<file path="src/rtl/bnn_act_packer_pkg.sv">
// Shared constants and state encoding for the binary activation packer.
package bnn_act_packer_pkg;

    localparam int N_DEF     = 128;
    localparam int DEPTH_DEF = 8;
    localparam int BIT_CNT_W = $clog2(N_DEF) + 1;

    typedef enum logic [1:0] {
        IDLE   = 2'd0,
        FILL   = 2'd1,
        COMMIT = 2'd2,
        DONE   = 2'd3
    } state_t;

endpackage

</file>
<file path="src/rtl/bnn_act_packer_if.sv">
// Bit-stream input, activation-memory write port and frame status of the packer.
interface bnn_act_packer_if
    import bnn_act_packer_pkg::*;
#(
    parameter int N  = N_DEF,
    parameter int AW = 3,
    parameter int CW = BIT_CNT_W
);
    logic          start;
    logic          bit_valid;
    logic          bit_in;
    logic          bit_ready;
    logic          flush;
    logic          we;
    logic [AW-1:0] addr;
    logic [N-1:0]  dx;
    logic          done;
    logic [CW-1:0] bit_cnt;

    modport master (
        output start, bit_valid, bit_in, flush,
        input  bit_ready, we, addr, dx, done, bit_cnt
    );

    modport slave (
        input  start, bit_valid, bit_in, flush,
        output bit_ready, we, addr, dx, done, bit_cnt
    );

endinterface

</file>
<file path="src/rtl/bnn_act_packer_assembler.sv">
// Word register with LSB-first indexed bit write and fill counter.
module act_word_assembler
    import bnn_act_packer_pkg::*;
#(
    parameter int N = N_DEF
) (
    input  logic                 clk,
    input  logic                 rstn,
    input  logic                 clear,
    input  logic                 wr_en,
    input  logic                 bit_in,
    output logic [N-1:0]         word,
    output logic [$clog2(N):0]   bit_cnt
);
    localparam int IW = $clog2(N);

    // bit_cnt reaches N only after the final write, so the low IW bits always index in range
    always_ff @(posedge clk) begin
        if (!rstn) begin
            word    <= '0;
            bit_cnt <= '0;
        end else if (clear) begin
            word    <= '0;
            bit_cnt <= '0;
        end else if (wr_en) begin
            word[bit_cnt[IW-1:0]] <= bit_in;
            bit_cnt               <= bit_cnt + 1'b1;
        end
    end

endmodule

</file>
<file path="src/rtl/bnn_act_packer.sv">
// Packs a serial stream of binary neuron outputs into N-bit words and writes
// one frame of DEPTH words to the activation memory.
module bnn_act_packer
    import bnn_act_packer_pkg::*;
#(
    parameter int N     = N_DEF,
    parameter int DEPTH = DEPTH_DEF,
    parameter int AW    = $clog2(DEPTH)
) (
    input  logic             clk,
    input  logic             rstn,
    bnn_act_packer_if.slave  bus
);
    localparam int CW = $clog2(N) + 1;

    state_t        state;
    logic [AW-1:0] addr_q;
    logic          we_q;
    logic          done_q;
    logic [N-1:0]  word;
    logic [CW-1:0] cnt;

    logic          accept;
    logic          go_commit;
    logic          last_addr;
    logic          clear;

    // A flush with nothing held and nothing arriving is dropped
    always_comb begin
        accept    = (state == FILL) && bus.bit_valid;
        last_addr = (addr_q == AW'(DEPTH - 1));
        go_commit = (state == FILL) &&
                    ((accept && (cnt == CW'(N - 1))) ||
                     (bus.flush && (accept || (cnt != '0))));
        clear     = (((state == IDLE) || (state == DONE)) && bus.start) ||
                    ((state == COMMIT) && !last_addr);
    end

    act_word_assembler #(.N(N)) u_asm (
        .clk     (clk),
        .rstn    (rstn),
        .clear   (clear),
        .wr_en   (accept),
        .bit_in  (bus.bit_in),
        .word    (word),
        .bit_cnt (cnt)
    );

    always_ff @(posedge clk) begin
        if (!rstn) begin
            state  <= IDLE;
            addr_q <= '0;
            we_q   <= 1'b0;
            done_q <= 1'b0;
        end else begin
            case (state)
                IDLE: begin
                    if (bus.start) begin
                        state  <= FILL;
                        addr_q <= '0;
                    end
                end
                FILL: begin
                    if (go_commit) begin
                        state <= COMMIT;
                        we_q  <= 1'b1;
                    end
                end
                COMMIT: begin
                    we_q <= 1'b0;
                    if (last_addr) begin
                        state  <= DONE;
                        done_q <= 1'b1;
                    end else begin
                        state  <= FILL;
                        addr_q <= addr_q + 1'b1;
                    end
                end
                DONE: begin
                    if (bus.start) begin
                        state  <= FILL;
                        addr_q <= '0;
                        done_q <= 1'b0;
                    end
                end
                default: state <= IDLE;
            endcase
        end
    end

    assign bus.bit_ready = (state == FILL);
    assign bus.we        = we_q;
    assign bus.addr      = addr_q;
    assign bus.dx        = word;
    assign bus.done      = done_q;
    assign bus.bit_cnt   = cnt;

endmodule

</file>
<file path="src/flat_wrapper.sv">
// flat-port wrapper written by rule: the top's interface ports become plain ports
module bnn_act_packer_flat import bnn_act_packer_pkg::*;
#(
    parameter int N     = N_DEF,
    parameter int DEPTH = DEPTH_DEF,
    parameter int AW    = $clog2(DEPTH)
)
  (clk, rstn, bus_start, bus_bit_valid, bus_bit_in, bus_flush, bus_bit_ready, bus_we, bus_addr, bus_dx, bus_done, bus_bit_cnt);
  bnn_act_packer_if #(.N(N), .AW(AW)) bus_i ();
  input  logic clk;
  input  logic rstn;
  input wire logic [$bits(bus_i.start)-1:0] bus_start;
  input wire logic [$bits(bus_i.bit_valid)-1:0] bus_bit_valid;
  input wire logic [$bits(bus_i.bit_in)-1:0] bus_bit_in;
  input wire logic [$bits(bus_i.flush)-1:0] bus_flush;
  output wire logic [$bits(bus_i.bit_ready)-1:0] bus_bit_ready;
  output wire logic [$bits(bus_i.we)-1:0] bus_we;
  output wire logic [$bits(bus_i.addr)-1:0] bus_addr;
  output wire logic [$bits(bus_i.dx)-1:0] bus_dx;
  output wire logic [$bits(bus_i.done)-1:0] bus_done;
  output wire logic [$bits(bus_i.bit_cnt)-1:0] bus_bit_cnt;
  assign bus_i.start = bus_start;
  assign bus_i.bit_valid = bus_bit_valid;
  assign bus_i.bit_in = bus_bit_in;
  assign bus_i.flush = bus_flush;
  assign bus_bit_ready = bus_i.bit_ready;
  assign bus_we = bus_i.we;
  assign bus_addr = bus_i.addr;
  assign bus_dx = bus_i.dx;
  assign bus_done = bus_i.done;
  assign bus_bit_cnt = bus_i.bit_cnt;
  bnn_act_packer #(.N(N), .DEPTH(DEPTH), .AW(AW)) u_core (.clk(clk), .rstn(rstn), .bus(bus_i));
endmodule
</file>
<file path="config.mk">
export PLATFORM = sky130hd
export DESIGN_NAME = bnn_act_packer_flat
export DESIGN_NICKNAME = d
export VERILOG_FILES = /design/src/rtl/bnn_act_packer_pkg.sv /design/src/rtl/bnn_act_packer_if.sv /design/src/rtl/bnn_act_packer_assembler.sv /design/src/rtl/bnn_act_packer.sv /design/src/flat_wrapper.sv
export SDC_FILE = /design/constraint.sdc
export NUM_CORES = 1
export LEC_CHECK = 0
export CORE_ASPECT_RATIO = 1.75
export CORE_UTILIZATION = 30
export CTS_CLUSTER_DIAMETER = 40
export CTS_CLUSTER_SIZE = 14
export DETAILED_ROUTE_END_ITERATION = 8
export PLACE_DENSITY = 0.62
export SLEW_MARGIN = 40
export SYNTH_ARGS = -nofsm -noshare
export SYNTH_HDL_FRONTEND = slang
export SYNTH_HIERARCHICAL = 1
export SYNTH_SLANG_ARGS = --single-unit
</file>
<file path="constraint.sdc">
create_clock -name clk -period 2 [get_ports clk]
set_input_delay 0.4 -clock clk [delete_from_list [all_inputs] [get_ports clk]]
set_output_delay 0.4 -clock clk [all_outputs]
set_load 0.005 [all_outputs]
</file>
==> impl_metrics.env, run 1 <==
export IMPL_result_of_the_run="finished, violations left"
export IMPL_violations_in_the_final_reports="DRC"
export IMPL_dieWidth_um=111.5
export IMPL_slowest_cell_on_the_critical_path="clkdlybuf4s50_1"
export IMPL_dpl_instance_area_um2=8207
export IMPL_critical_path_buf_inv_count=1
export IMPL_synth_enable_flop_cells=0
export IMPL_grt_ovfl_total=0
export IMPL_achievable_frequency_mhz=527.3
export IMPL_cts_max_path_buffers=2
export IMPL_filler_cells_inserted=1975
export IMPL_ff_latch_area_um2=2867
export IMPL_grt_total_usage=0.1727
export IMPL_total_power_w=0.007311
export IMPL_ctsResizeCount=6
export IMPL_netlist_area_leader_share=0.4549
export IMPL_critical_path_class="reg -> out"
export IMPL_placed_cells_incl_taps=1075
export IMPL_yosys_cell_types_count=41
export IMPL_area_growth_syn_to_layout_pct=40.50
export IMPL_post_cts_repair_setup_buffers=0
export IMPL_ys_seq_elements=143
export IMPL_drc_markers=8
export IMPL_cp_slowest_stage_delay_ps=590
export IMPL_layout_cells_most_common_list="nand2_1 (264), clkdlybuf4s50_1 (146), dfxtp_1 (140), mux2i_1 (131), buf_4 (44)"
export IMPL_worst_ep_required_time_ps=1600
export IMPL_synth_cells=695
export IMPL_coreArea_um2=20460
export IMPL_sequentialPowerShare=0.397
export IMPL_drive_gt1_frac=0.1141
export IMPL_power_switching_w=0.002000
export IMPL_std_cell_rows=69
export IMPL_syn_area_per_cell_um2=9.055
export IMPL_critical_path_max_fanout=13
export IMPL_drt_first_iter_violations=291
export IMPL_finalWeightedCongestion=0.7484
export IMPL_routed_wirelength_um=18140
export IMPL_synthesis_yosys_warnings=6
export IMPL_power_combinational_fraction=0.141
export IMPL_finalHoldWorstSlack_ps=458.5
export IMPL_grt_start_max_net_pins=48
export IMPL_post_cts_hold_buffer_count=0
export IMPL_multiInputGateArea_um2=3068
export IMPL_tritoncts="yes"
export IMPL_critical_path_top_delay_family="buffers and inverters"
export IMPL_report_final_hold_viol_count=0
export IMPL_max_cap_violations=0
export IMPL_clock_sinks=143
export IMPL_max_slew_worst_pin_slew_ps=600.6
export IMPL_layout_cells_most_common="nand2_1"
export IMPL_finish_instance_area_um2=8842
export IMPL_layout_cells_excl_fill=1107
export IMPL_first_pass_iters=7
export IMPL_p_int_w=0.005311
export IMPL_drtAntennaViolNets=0
export IMPL_timing_final_setup_violations=0
export IMPL_timing_critical_path_cells="clkdlybuf4s50_1"
export IMPL_cell_taking_the_most_area_after_synthesis="dfxtp_1"
export IMPL_initial_core_util=0.3076
export IMPL_total_via_count_in_the_routed_design=5155
export IMPL_number_of_ports_placed_on_the_die_boundary=148
export IMPL_period_share=0.9482
export IMPL_first_pass_grt_wire_length_um=28790
export IMPL_worstHoldPathType="reg -> reg"
export IMPL_worstSetupEndpointType="output port"
export IMPL_die_area_um2=21590
export IMPL_first_global_vias=5215
export IMPL_synth_top_cells_by_area="dfxtp_1 (45%), mux2i_1 (21%), nand2_1 (16%)"
export IMPL_clock_skew_ps=9.634
export IMPL_syn_num_nets=707
export IMPL_power_density_over_the_cells_nw_per_um2=826.8
export IMPL_synthesis_area_um2=6294
export IMPL_leakage_nw=3.929
export IMPL_buffer_ports_inserted=147
export IMPL_dominantRegCellSynth="dfxtp_1"
export IMPL_dp_final_hpwl_um=12810
export IMPL_vias_per_cell=4.657
export IMPL_worst_skew_pair_late_latency_ps=430
export IMPL_post_drt_wl_per_cell_um=16.38
export IMPL_pwr_share_clk=0.462
export IMPL_worstSetupStartpointType="flop"
export IMPL_final_period_minus_worst_setup_slack_ps=1896
export IMPL_grt_setup_unrepaired="false"
export IMPL_synth_yosys_seq_area_share=0.4549
export IMPL_clk_root_buffer_cell="clkbuf_16"
export IMPL_totalNegativeSetupSlack_ps=0
export IMPL_maximum_ir_drop_on_the_vdd_rail_v=0.0004563
export IMPL_antenna_found_initial=0
export IMPL_number_of_diodes_added_for_antenna_fixing=0
export IMPL_clk_pin_slew_worst_paths_ps=60
export IMPL_floorplan_die_height_um=193.6
export IMPL_worst_endpoint_arrival_ps=1500
export IMPL_maxSlewViolCount=0
export IMPL_synth_async_reset_ratio=0
export IMPL_cts_inserted_buffers=17
export IMPL_slew_headroom=0.5979
export IMPL_layout_nets=858
export IMPL_cts_htree_levels=4
export IMPL_power_switching_share=0.2735
## per-layer routing
| metal | up-vias | part of all wire | global-route usage |
|---|---|---|---|
| li1 | 2577 | - | - |
| met4 | 0 | 0.027 | 0.07708 |
| met2 | 106 | 0.53 | 0.3262 |
| met5 | - | 0 | 0 |
| met1 | 2445 | 0.40 | 0.1842 |
| met3 | 27 | 0.034 | 0.03008 |
## registers in the layout, indices dropped and copies added, names as in the netlist
signal                count
u_core/bus.addr           3
u_core/bus.we             1
u_core/u_asm/word       128
u_core/u_asm/bit_cnt      8
u_core/bus.done           1
u_core/state              2
## cell type report
cell class / count / share of cell area
Multi-Input combinational cell: 479 / 0.3470
Inverter: 7 / 0.002972
Clock buffer: 19 / 0.05122
Clock inverter: 13 / 0.02009
Tap cell: 248 / 0.03509
Timing Repair Buffer: 198 / 0.2195
Sequential cell: 143 / 0.3242
## power groups by stage
stage | clock network [W] | registers, W | logic [W]
after global routing | 0.00358 | 0.00291 | 0.00112
after CTS | 0.00343 | 0.00290 | 0.00103
after detailed placement | 0 | 0.00296 | 0.00103
after floorplan | 0 | 0.00296 | 0.000609
after global placement | 0 | 0.00296 | 0.00103
final | 0.00338 | 0.00290 | 0.00103
## worst reg2reg max path: cells and delay by family (launching register included)
family	cells	cell delay, ps
adder cells (fa/ha/maj)	2	390
multiplexers	1	120
AO/OA/AOI/OAI	1	290
AND/OR/NAND/NOR	2	210
flip-flops	1	340
buffers and inverters	2	400
## per-stage QoR
stage / setup WS, ps / utilization
floorplan: 43.32 / -
finish: 103.7 / 0.4322
CTS: 73.65 / 0.4322
detailed placement: -101.8 / 0.4011
global placement: -67.02 / 0.4011
global route: 5.945 / 0.4322
## cell families (layout without fill, tap and decap cells)
logic type	Yosys count	count (layout)	share of synthesized area
AND/OR/NAND/NOR	318	318	0.2372
flip-flops	143	143	0.4549
multiplexers	131	131	0.2084
buffers and inverters	73	237	0.06044
AO/OA/AOI/OAI	20	20	0.02167
adder cells (fa/ha/maj)	6	6	0.01193
XOR/XNOR	4	4	0.005568
## path summary, 6_finish.rpt
| kind | slack, ps | to | cells past startpoint | from |
|---|---|---|---|---|
| setup / recovery | 100 | bus_bit_cnt[1] | 1 | u_core/u_asm/bit_cnt[1] |
| hold / removal | 460 | u_core/u_asm/word[53] | 2 | u_core/u_asm/word[53] |
| setup reg to reg | 130 | u_core/u_asm/word[101] | 8 | u_core/bus.addr[1] |
| hold reg to reg | 460 | u_core/u_asm/word[53] | 2 | u_core/u_asm/word[53] |
## cells in the mapped netlist, types with 2 or more instances
cell,count
a22o_1,2
and4_1,2
nor4b_4,5
buf_1,2
inv_1,7
mux2i_1,131
a22oi_1,3
o21ai_0,4
nand4_1,2
xor2_1,2
ha_1,6
clkbuf_1,22
and4bb_1,4
nor4_2,2
nor4bb_1,4
nor3_1,3
and4b_1,7
nand2b_1,4
buf_6,5
buf_4,9
nand3_1,3
buf_2,28
o31ai_1,2
nor2_1,9
dfxtp_1,143
xnor2_1,2
nand2_1,265
a21oi_1,4
Power figures use the tool's default switching activity.
==> run 2: changes to the inputs <==
Settings changed: SKIP_CTS_REPAIR_TIMING from default to 1.
==> run 2 against run 1 <==
  * The flow still finishes with violations (DRC)
  * Via count is 0.27% higher
  * First-iteration DRC count up 13%
  * Setup slack lost 0.74 ps
  * Flip-flop and latch count unchanged
  * Power up 0.19%
  * Critical path type unchanged
  * Largest cell class unchanged
==> impl_metrics.env, run 2 (synthesis results as in run 1) <==
export IMPL_initial_core_util=0.3076
export IMPL_max_cap_violations=0
export IMPL_number_of_ports_placed_on_the_die_boundary=148
export IMPL_worst_endpoint_arrival_ps=1500
export IMPL_cp_slowest_stage_delay_ps=590
export IMPL_layout_cells_most_common="nand2_1"
export IMPL_slew_headroom=0.5829
export IMPL_result_of_the_run="finished, violations left"
export IMPL_die_area_um2=21590
export IMPL_maxSlewViolCount=0
export IMPL_routed_wirelength_um=18120
export IMPL_period_share=0.9485
export IMPL_grt_start_max_net_pins=48
export IMPL_tritoncts="yes"
export IMPL_worstHoldPathType="reg -> reg"
export IMPL_worst_ep_required_time_ps=1600
export IMPL_first_global_vias=5209
export IMPL_worst_skew_pair_late_latency_ps=420
export IMPL_post_drt_wl_per_cell_um=16.37
export IMPL_std_cell_rows=69
export IMPL_finalWeightedCongestion=0.7484
export IMPL_number_of_diodes_added_for_antenna_fixing=0
export IMPL_worstSetupStartpointType="flop"
export IMPL_cts_inserted_buffers=17
export IMPL_first_pass_grt_wire_length_um=28730
export IMPL_coreArea_um2=20460
export IMPL_finish_instance_area_um2=8857
export IMPL_clk_pin_slew_worst_paths_ps=70
export IMPL_clk_root_buffer_cell="clkbuf_16"
export IMPL_drt_first_iter_violations=329
export IMPL_slowest_cell_on_the_critical_path="clkdlybuf4s50_1"
export IMPL_filler_cells_inserted=1976
export IMPL_critical_path_buf_inv_count=1
export IMPL_critical_path_class="reg -> out"
export IMPL_leakage_nw=3.944
export IMPL_grt_setup_unrepaired="false"
export IMPL_total_via_count_in_the_routed_design=5169
export IMPL_worstSetupEndpointType="output port"
export IMPL_antenna_found_initial=0
export IMPL_drtAntennaViolNets=0
export IMPL_achievable_frequency_mhz=527.1
export IMPL_critical_path_top_delay_family="buffers and inverters"
export IMPL_cts_max_path_buffers=2
export IMPL_cts_htree_levels=4
export IMPL_multiInputGateArea_um2=3068
export IMPL_total_power_w=0.007325
export IMPL_ff_latch_area_um2=2867
export IMPL_pre_cts_slack_ps=-101.8
export IMPL_area_growth_syn_to_layout_pct=40.74
export IMPL_grt_total_usage=0.1722
export IMPL_violations_in_the_final_reports="DRC"
export IMPL_drc_markers=8
export IMPL_buffer_ports_inserted=147
export IMPL_max_slew_worst_pin_slew_ps=623.1
export IMPL_timing_final_setup_violations=0
export IMPL_report_final_hold_viol_count=0
export IMPL_timing_critical_path_cells="clkdlybuf4s50_1"
export IMPL_critical_path_max_fanout=13
export IMPL_first_pass_iters=8
export IMPL_final_period_minus_worst_setup_slack_ps=1897
export IMPL_drive_gt1_frac=0.1141
export IMPL_largest_reg_flops=128
export IMPL_postLayoutCoreUtil=0.4329
export IMPL_maximum_ir_drop_on_the_vdd_rail_v=0.0004557
export IMPL_finalWorstSetupSlack_ps=102.9
export IMPL_layout_nets=858
export IMPL_dp_final_hpwl_um=12810
export IMPL_power_density_over_the_cells_nw_per_um2=827.0
export IMPL_floorplan_die_height_um=193.6
export IMPL_dpl_instance_area_um2=8207
export IMPL_largest_register="u_core/u_asm/word"
export IMPL_layout_cells_most_common_list="nand2_1 (264), clkdlybuf4s50_1 (146), dfxtp_1 (140), mux2i_1 (131), buf_4 (43)"
export IMPL_clock_sinks=143
export IMPL_clock_skew_ps=8.970
export IMPL_grt_ovfl_total=0
export IMPL_vias_per_cell=4.669
export IMPL_dieWidth_um=111.5
[run 2: cell types whose count changed in the layout (fill, tap and decap cells not counted), sizes merged]
cell	change
dlymetal6s2s	+1
dlygate4sd2	-1
[run 2: area by class of cell]
cell class	instances	share of cell area
timing repair buffer	198	0.2208
tap	248	0.03503
inverter	7	0.002967
clock buffer	19	0.05114
multi-input combinational	479	0.3464
sequential	143	0.3236
clock inverter	13	0.02006
[run 2: final timing paths]
path                                               from               endpoint  slack, ps  cells after the start
worst max-delay path            u_core/u_asm/bit_cnt[1]         bus_bit_cnt[1]        100                      1
worst min-delay path              u_core/u_asm/word[53]  u_core/u_asm/word[53]        460                      2
worst max register to register       u_core/bus.addr[1]  u_core/u_asm/word[13]        140                      8
worst min register to register    u_core/u_asm/word[53]  u_core/u_asm/word[53]        460                      2
[run 2: stage by stage]
step	setup TNS, ps	instances	hold WS [ps]
after global routing	0	1107	478.5
after CTS	-196.6	1107	463.2
after floorplan	0	695	454.9
final	0	1107	458.6
after detailed placement	-4142	1075	451.3
after global placement	-1776	1075	444.4
[run 2: routing by layer]
layer  global-route usage  up-vias  share of wire
li1                     -     2580              -
met1               0.1841     2462           0.40
met2               0.3245      103           0.54
met3              0.03008       24          0.032
met4              0.07708        0          0.028
met5                    0        -              0
[run 2: where the power goes]
| part | total, W | switching [W] | internal (W) |
|---|---|---|---|
| registers | 0.00291 | 0.0000288 | 0.00288 |
| clock network | 0.00337 | 0.00132 | 0.00206 |
| logic | 0.00105 | 0.000654 | 0.000392 |
| total | 0.00732 | 0.00200 | 0.00533 |
==> run 3: changes to the inputs <==
Settings changed: CAP_MARGIN from default to 20, CORE_UTILIZATION 30 to 45, PLACE_DENSITY 0.62 to 0.83.
==> run 3 against run 2 <==
  * Sequential share of layout area up 0.33 points
  * Clock skew about the same
  * The run now ends clean
  * Wire length down 3.0%
  * Utilization up 22 points
  * First-iteration DRC count down 21%
  * Critical path type unchanged
  * Flip-flop and latch count unchanged
  * Largest cell class unchanged
==> impl_metrics.env, run 3 (synthesis results as in run 1) <==
export IMPL_cts_max_path_buffers=2
export IMPL_coreArea_um2=13520
export IMPL_vias_per_cell=5.256
export IMPL_buffer_ports_inserted=147
export IMPL_grt_ovfl_total=0
export IMPL_finalWorstSetupSlack_ps=95.92
export IMPL_grt_busiest_layer="met2"
export IMPL_timing_final_setup_violations=0
export IMPL_number_of_diodes_added_for_antenna_fixing=0
export IMPL_clock_sinks=143
export IMPL_total_power_w=0.007015
export IMPL_grt_start_max_net_pins=61
export IMPL_dp_final_hpwl_um=11840
export IMPL_multiInputGateArea_um2=3083
export IMPL_critical_path_class="reg -> out"
export IMPL_totalNegativeSetupSlack_ps=0
export IMPL_leakage_nw=3.931
export IMPL_min_from="u_core/u_asm/word[81]"
export IMPL_initial_core_util=0.4654
export IMPL_critical_path_max_fanout=11
export IMPL_achievable_frequency_mhz=525.2
export IMPL_report_final_hold_viol_count=0
export IMPL_tritoncts="yes"
export IMPL_largest_register="u_core/u_asm/word"
export IMPL_filler_cells_inserted=1053
export IMPL_maximum_ir_drop_on_the_vdd_rail_v=0.0005566
export IMPL_slew_headroom=0.6437
export IMPL_antenna_found_initial=0
export IMPL_period_share=0.9520
export IMPL_hold_path_endpoint="u_core/u_asm/word[81]"
export IMPL_drtAntennaViolNets=0
export IMPL_post_drt_wl_per_cell_um=17.02
export IMPL_number_of_cells_traversed_by_the_worst_register_to_register_path=9
export IMPL_ff_latch_area_um2=2869
export IMPL_worstSetupEndpointType="output port"
export IMPL_worst_ep_required_time_ps=1600
export IMPL_worstSetupStartpointType="flop"
export IMPL_clk_pin_slew_worst_paths_ps=60
export IMPL_power_density_over_the_cells_nw_per_um2=799.3
export IMPL_area_growth_syn_to_layout_pct=39.44
export IMPL_cell_depth_of_the_worst_hold_path=2
export IMPL_global_route_usage_met1=0.2461
export IMPL_grt_setup_unrepaired="false"
export IMPL_worstHoldPathType="reg -> reg"
export IMPL_finalWeightedCongestion=0.8263
export IMPL_crit_reg2reg_launch="u_core/state[0]"
export IMPL_worst_endpoint_arrival_ps=1500
export IMPL_layout_cells_most_common="nand2_1"
export IMPL_drive_gt1_frac=0.1164
export IMPL_cts_htree_levels=4
export IMPL_layout_cells_most_common_list="nand2_1 (264), clkdlybuf4s50_1 (146), dfxtp_1 (138), mux2i_1 (131), buf_4 (39)"
export IMPL_worst_skew_pair_late_latency_ps=410
export IMPL_reg2reg_setup_slack_ps=110
export IMPL_first_pass_iters=5
export IMPL_layout_nets=858
export IMPL_clk_root_buffer_cell="clkbuf_16"
export IMPL_maxSlewViolCount=0
export IMPL_grt_total_usage=0.2285
export IMPL_total_via_count_in_the_routed_design=5429
export IMPL_result_of_the_run="completed"
export IMPL_std_cell_rows=56
export IMPL_largest_reg_flops=128
export IMPL_routed_wirelength_um=17580
export IMPL_floorplan_die_height_um=158.4
export IMPL_die_area_um2=14480
export IMPL_use_met2=0.4171
export IMPL_crit_reg2reg_capture="u_core/u_asm/word[43]"
export IMPL_final_period_minus_worst_setup_slack_ps=1904
export IMPL_first_pass_grt_wire_length_um=25790
export IMPL_max_slew_worst_pin_slew_ps=532.2
export IMPL_pre_cts_slack_ps=-73.81
export IMPL_max_cap_violations=0
export IMPL_dieWidth_um=91.40
export IMPL_cts_inserted_buffers=17
export IMPL_first_global_vias=5045
export IMPL_groute_layer_met3_usage=0.03773
export IMPL_number_of_ports_placed_on_the_die_boundary=148
export IMPL_clock_skew_ps=8.606
export IMPL_drc_markers=0
export IMPL_drt_first_iter_violations=260
==> run 3: final cells by class <==
cell class,instances,share of cell area
Sequential cell,143,0.3269
Tap cell,174,0.02481
Timing Repair Buffer,198,0.2303
Inverter,7,0.002994
Multi-Input combinational cell,479,0.3513
Clock buffer,20,0.05090
Clock inverter,12,0.01283
==> run 3: worst max-delay path by stage <==
stage	startpoint	endpoint	depth (start not counted)
global route	u_core/state[0]	u_core/u_asm/word[7]	9
finish	u_core/u_asm/bit_cnt[6]	bus_bit_cnt[6]	2
detailed placement	bus_bit_valid	u_core/u_asm/bit_cnt[5]	7
global placement	bus_bit_valid	u_core/u_asm/bit_cnt[5]	7
floorplan	u_core/bus.addr[0]	u_core/u_asm/word[48]	10
CTS	u_core/u_asm/bit_cnt[2]	bus_bit_cnt[2]	1
==> run 3: critical path, stage by stage, from the launching register on <==
cell             delay (ps)
dfxtp_1                 380
buf_6                   180
clkdlybuf4s50_1         540
==> run 3: routing by layer <==
metal	routed length, um	vias up	part of all wire
li1	-	2580	-
met1	6718	2632	0.38
met2	9396	173	0.53
met3	642	44	0.037
met4	821	0	0.047
met5	0	-	0
==> run 3: stage by stage <==
step	hold slack, ps	cells	utilization	instance area (um^2)
6_report	456.3	1033	0.6490	8776
3_3_place_gp	443.8	995	0.5981	8088
4_1_cts	458.8	1027	0.6394	8647
2_1_floorplan	454.9	695	-	6294
3_5_place_dp	450.8	995	0.5981	8088
5_1_grt	480.2	1033	0.6490	8776
==> run 3: report_power, final <==
group | internal (W) | switching (W)
registers | 0.00288 | 0.0000296
logic | 0.000451 | 0.000684
clock network | 0.00175 | 0.00122
